==> src/rtl/register_file_scoreboard.sv <==
// rtl/register_file_scoreboard.sv - multi-read-port register file with per-register pending-write scoreboard
// Optional feature macro: REGFILE_BYPASS_EN (write-first forwarding on same-edge read/write of one register).
// Without it the file is read-first: a same-edge read sees the old data and the pre-edge busy bit.
module register_file_scoreboard #(
    parameter int DATA_WIDTH   = 32,
    parameter int REGISTER_NUM = 32,
    parameter int ADDR_WIDTH   = 5,
    parameter int READ_PORTS   = 2
) (
    input  logic                             clk,
    input  logic                             rst,
    input  logic [READ_PORTS-1:0]            readEnable,
    input  logic [READ_PORTS*ADDR_WIDTH-1:0] readAddr,
    output logic [READ_PORTS*DATA_WIDTH-1:0] readData,
    output logic [READ_PORTS-1:0]            readBusy,
    input  logic                             writeEnable,
    input  logic [ADDR_WIDTH-1:0]            writeRegister,
    input  logic [DATA_WIDTH-1:0]            writeData,
    input  logic                             reserveEnable,
    input  logic [ADDR_WIDTH-1:0]            reserveRegister,
    input  logic                             flushBusy,
    output logic [REGISTER_NUM-1:0]          busyVector
);

    logic [DATA_WIDTH-1:0]   regArray [REGISTER_NUM];
    logic [REGISTER_NUM-1:0] busy;
    logic [REGISTER_NUM-1:0] busyNext;
    logic [ADDR_WIDTH-1:0]   portAddr [READ_PORTS];
    logic [DATA_WIDTH-1:0]   portData [READ_PORTS];
    logic [READ_PORTS-1:0]   portBusy;
    logic                    writeValid;
    logic                    reserveValid;

    // x0 is never a legal destination, so both strobes are qualified against it once here.
    assign writeValid   = writeEnable && (writeRegister != '0);
    assign reserveValid = reserveEnable && (reserveRegister != '0);
    assign busyVector   = busy;

    generate
        for (genvar g = 0; g < READ_PORTS; g++) begin : gAddr
            assign portAddr[g] = readAddr[g*ADDR_WIDTH +: ADDR_WIDTH];
        end
    endgenerate

    // Scoreboard next state: commit clears, reserve sets afterwards (the new owner wins), flush clears all.
    always_comb begin
        busyNext = busy;
        if (writeValid) begin
            busyNext[writeRegister] = 1'b0;
        end
        if (reserveValid) begin
            busyNext[reserveRegister] = 1'b1;
        end
        if (flushBusy) begin
            busyNext = '0;
        end
        busyNext[0] = 1'b0;
    end

    // Per-port lookup value captured on the next edge; address 0 always reads as zero and not busy.
    always_comb begin
        for (int p = 0; p < READ_PORTS; p++) begin
            portData[p] = regArray[portAddr[p]];
            portBusy[p] = busy[portAddr[p]];
`ifdef REGFILE_BYPASS_EN
            if (writeValid && (writeRegister == portAddr[p])) begin
                portData[p] = writeData;
                portBusy[p] = reserveValid && (reserveRegister == portAddr[p]);
            end
`endif
            if (portAddr[p] == '0) begin
                portData[p] = '0;
                portBusy[p] = 1'b0;
            end
        end
    end

    // Busy bits register.
    always_ff @(posedge clk or posedge rst) begin
        if (rst) begin
            busy <= '0;
        end else begin
            busy <= busyNext;
        end
    end

    // Register array commit write; x0 is never written so it stays zero.
    always_ff @(posedge clk or posedge rst) begin
        if (rst) begin
            for (int i = 0; i < REGISTER_NUM; i++) begin
                regArray[i] <= '0;
            end
        end else if (writeValid) begin
            regArray[writeRegister] <= writeData;
        end
    end

    // Registered read ports; a disabled port holds its last data and busy flag.
    always_ff @(posedge clk or posedge rst) begin
        if (rst) begin
            readData <= '0;
            readBusy <= '0;
        end else begin
            for (int p = 0; p < READ_PORTS; p++) begin
                if (readEnable[p]) begin
                    readData[p*DATA_WIDTH +: DATA_WIDTH] <= portData[p];
                    readBusy[p]                          <= portBusy[p];
                end
            end
        end
    end

endmodule

==> config.mk <==
export PLATFORM = sky130hd
export DESIGN_NAME = register_file_scoreboard
export DESIGN_NICKNAME = d
export VERILOG_FILES = /design/src/rtl/register_file_scoreboard.sv
export SDC_FILE = /design/constraint.sdc
export NUM_CORES = 2
export LEC_CHECK = 0
export CAP_MARGIN = 5
export CORE_MARGIN = 2
export CORE_UTILIZATION = 55
export DETAILED_ROUTE_END_ITERATION = 6
export GPL_TIMING_DRIVEN = 0
export PLACE_DENSITY_LB_ADDON = 0.12
export SKIP_LAST_GASP = 1
export SYNTH_ARGS = -nofsm -noshare
export SYNTH_HDL_FRONTEND = slang
export SYNTH_SLANG_ARGS = --single-unit
==> constraint.sdc <==
create_clock -name clk -period 47.3 [get_ports clk]
set_clock_uncertainty 0.15 [all_clocks]
set_input_delay 9.46 -clock clk [delete_from_list [all_inputs] [get_ports clk]]
set_output_delay 9.46 -clock clk [all_outputs]
set_load 0.02 [all_outputs]
==> results.json <==
{
  "status": "finished, violations left",
  "violations": "DRC",
  "hold_depth": 1,
  "cts_setup_buffers": 0,
  "worstRegToRegCells": 4,
  "vias": 41100,
  "async_flop_share_pct": 100,
  "cts_tree": "built",
  "grt_pass1_wl_um": 294000,
  "ctsResizeCount": 0,
  "grt_antenna_before_repair": 15,
  "min_path_type": "register to register",
  "totalWireLength_um": 208000,
  "drtAntennaViolNets": 0,
  "drive_above_1_share_pct": 40.6,
  "ys_seq_elements": 1121,
  "cts.sinks": 1121,
  "hold_viol": 0,
  "initial_core_util_pct": 55.6,
  "synthCells": 4079,
  "worst_path_most_repeated_cell": "clkbuf_1",
  "slew_viol_final": 0,
  "reg2reg_from": "regArray[0]",
  "via_per_inst": 7.01,
  "setup_viol": 0,
  "required_ns": 47.75,
  "dpl.hpwl_um": 144000,
  "die-area_mm2": 0.109,
  "fmax_ghz": 0.0799,
  "hold_path_end": "regArray[1013]",
  "yosys_warnings": 0,
  "yosysSeqAreaShare_pct": 47.8,
  "min-delay-start": "regArray[1013]",
  "vdd_ir_drop_max_mv": 0.0328,
  "crit_type": "input port to register",
  "port_buffers": 149,
  "relSlewSlack_pct": 1.88,
  "crit_path_start_kind": "input port",
  "tns_ns": 0,
  "drv_cap": 0,
  "coreArea_mm2": 0.106,
  "tightest_slew_ns": 1.47,
  "fin_crit_ns": 12.51,
  "met1_usage_pct": 50.2,
  "drt_drc_violations_left": 4,
  "gp_congestion": 0.952,
  "placed_cells": 5628,
  "holdWs_ns": 0.328,
  "area_growth_pct": 12.7,
  "drt_iter0_drc": 5177,
  "syn_area_per_cell_um2": 14.4,
  "p_total_w": 0.00279,
  "stdcell_count": 5854,
  "num-nets-final": 4420,
  "cts_max_level": 3,
  "die_y_um": 331,
  "cts_hold_buf": 0,
  "critPathCaptureType": "register",
  "clk_latency_ns": 0.74,
  "rsz0062_at_grt": "no",
  "cp.arrival_ns": 12.96,
  "ff2ff_setup_slack_ns": 45.18,
  "crit_path_top_delay_cell": "o41ai_2",
  "cts-buffers-inserted": 121,
  "grtUsageMet2_pct": 58.3,
  "grt_start_max_net_pins": 129,
  "grt_pass1_vias": 41000,
  "r2r-end": "readData[32]",
  "overflow": 0,
  "grt_util_met3_pct": 12.0,
  "synth_fp_nets": 4138,
  "synth_edf_count": 0,
  "powerDensity_mw_per_mm2": 42.1,
  "cts_buffer_depth": 3,
  "rows": 119,
  "grt_usage_pct": 38.2,
  "period_share_pct": 26.5,
  "critPathMaxFanout": 10,
  "path_clk_slew_ns": 0.06,
  "io_pins": 157,
  "root_buffer": "clkbuf_16",
  "cpPeakStageDelay_ns": 1.33,
  "wl_per_cell_um": 35.5,
  "drt_first_pass_iters": 7,
  "die_x_um": 331,
  "synth_flop_cell": "dfrtp_1",
  "syn_area_mm2": 0.0587,
  "busiest_layer": "met2",
  "power_leakage_nw": 29.2,
  "yosysUniqueCellTypes": 47,
  "worstPathCellList": "clkdlybuf4s50_1, clkbuf_1, o41ai_2, clkbuf_1, a211o_1, a22oi_1"
}
## worst max path at each step
stage	startpoint	end	slack, ns	depth (start not counted)
finish	readAddr[9]	readData[42]	34.79	6
global route	rst	regArray[943]	34.66	6
CTS	rst	regArray[781]	34.97	6
detailed placement	rst	readData[15]	34.21	6
global placement	rst	regArray[943]	-7.23	2
floorplan	rst	busyVector[10]	6.12	1
## metrics by stage
step / area, um^2 / setup WS [ns] / utilization, %
floorplan: 58700 / 6.12 / -
global placement: 61900 / -7.23 / 58.7
detailed placement: 62200 / 34.21 / 58.9
CTS: 66100 / 34.97 / 62.7
global route: 66200 / 34.66 / 62.7
finish: 66200 / 34.79 / 62.7
## power by group
group | internal (W) | leakage, nW | total [W] | switching, W
logic | 0.000315 | 12.8 | 0.000564 | 0.000249
registers | 0.00113 | 14.4 | 0.00127 | 0.000132
clock network | 0.000552 | 1.94 | 0.000957 | 0.000405
total | 0.00200 | 29.2 | 0.00279 | 0.000787
## kinds of logic (layout without fill, tap and decap cells)
family	Yosys count	in the layout	synth area share [%]
simple gates	362	362	3.12
compound gates	441	441	5.65
mux	1686	1686	39.4
flops	1121	1121	47.8
other cells	1	9	0.00639
buf+inv	468	844	4.05
## layout make-up
type,instances,area (um^2)
diodes,8,20.0
plain buffers,465,2370
clock buffers,176,3530
clock inverters,41,414
fillers,8061,39400
inverters,3,18.8
multi-input cells,2490,28300
flip-flops and latches,1121,28100
well taps,1391,1740
repair buffers,159,1750
## registers in the layout (all words and copies together) (netlist names)
register and cells:
readBusy 2, busyVector 31, regArray 1024, readData 64
## synth_stat cells (all sizes together), types with 7 or more instances
cell type	count	area (um^2)
or3b	10	87.6
nand2b	73	457
mux4	394	8870
and2	7	43.8
mux2	968	11000
o221ai	66	578
nor2	38	143
nand2	133	509
a22oi	144	1080
a211o	62	543
mux2i	324	3240
o22ai	126	788
nor2b	12	75.1
buf	243	1530
a21oi	13	65.1
clkbuf	222	833
dfrtp	1121	28100
o21ai	12	60.1
nor3	65	330
## layer usage
| layer | share of wire [%] | up-vias |
|---|---|---|
| li1 | - | 16200 |
| met1 | 38 | 21700 |
| met2 | 45 | 2383 |
| met3 | 11 | 696 |
| met4 | 5.4 | 14 |
| met5 | 0.18 | - |
## critical path, delay by kind of cell
kind	cells	cell delay [ns]
compound gates	3	1.69
buf+inv	3	1.79
## placed cells by master (no fill, tap or decap), types with 126 or more instances in the layout
cell | Yosys | layout
buf_2 | 182 | 182
mux4_2 | 394 | 394
dfrtp_1 | 1121 | 1121
a22oi_1 | 144 | 144
clkdlybuf4s50_1 | 0 | 149
clkbuf_1 | 222 | 252
mux2i_1 | 324 | 324
nand2_1 | 129 | 129
o22ai_1 | 126 | 126
mux2_2 | 930 | 930
(Power assumes the default switching activity.)
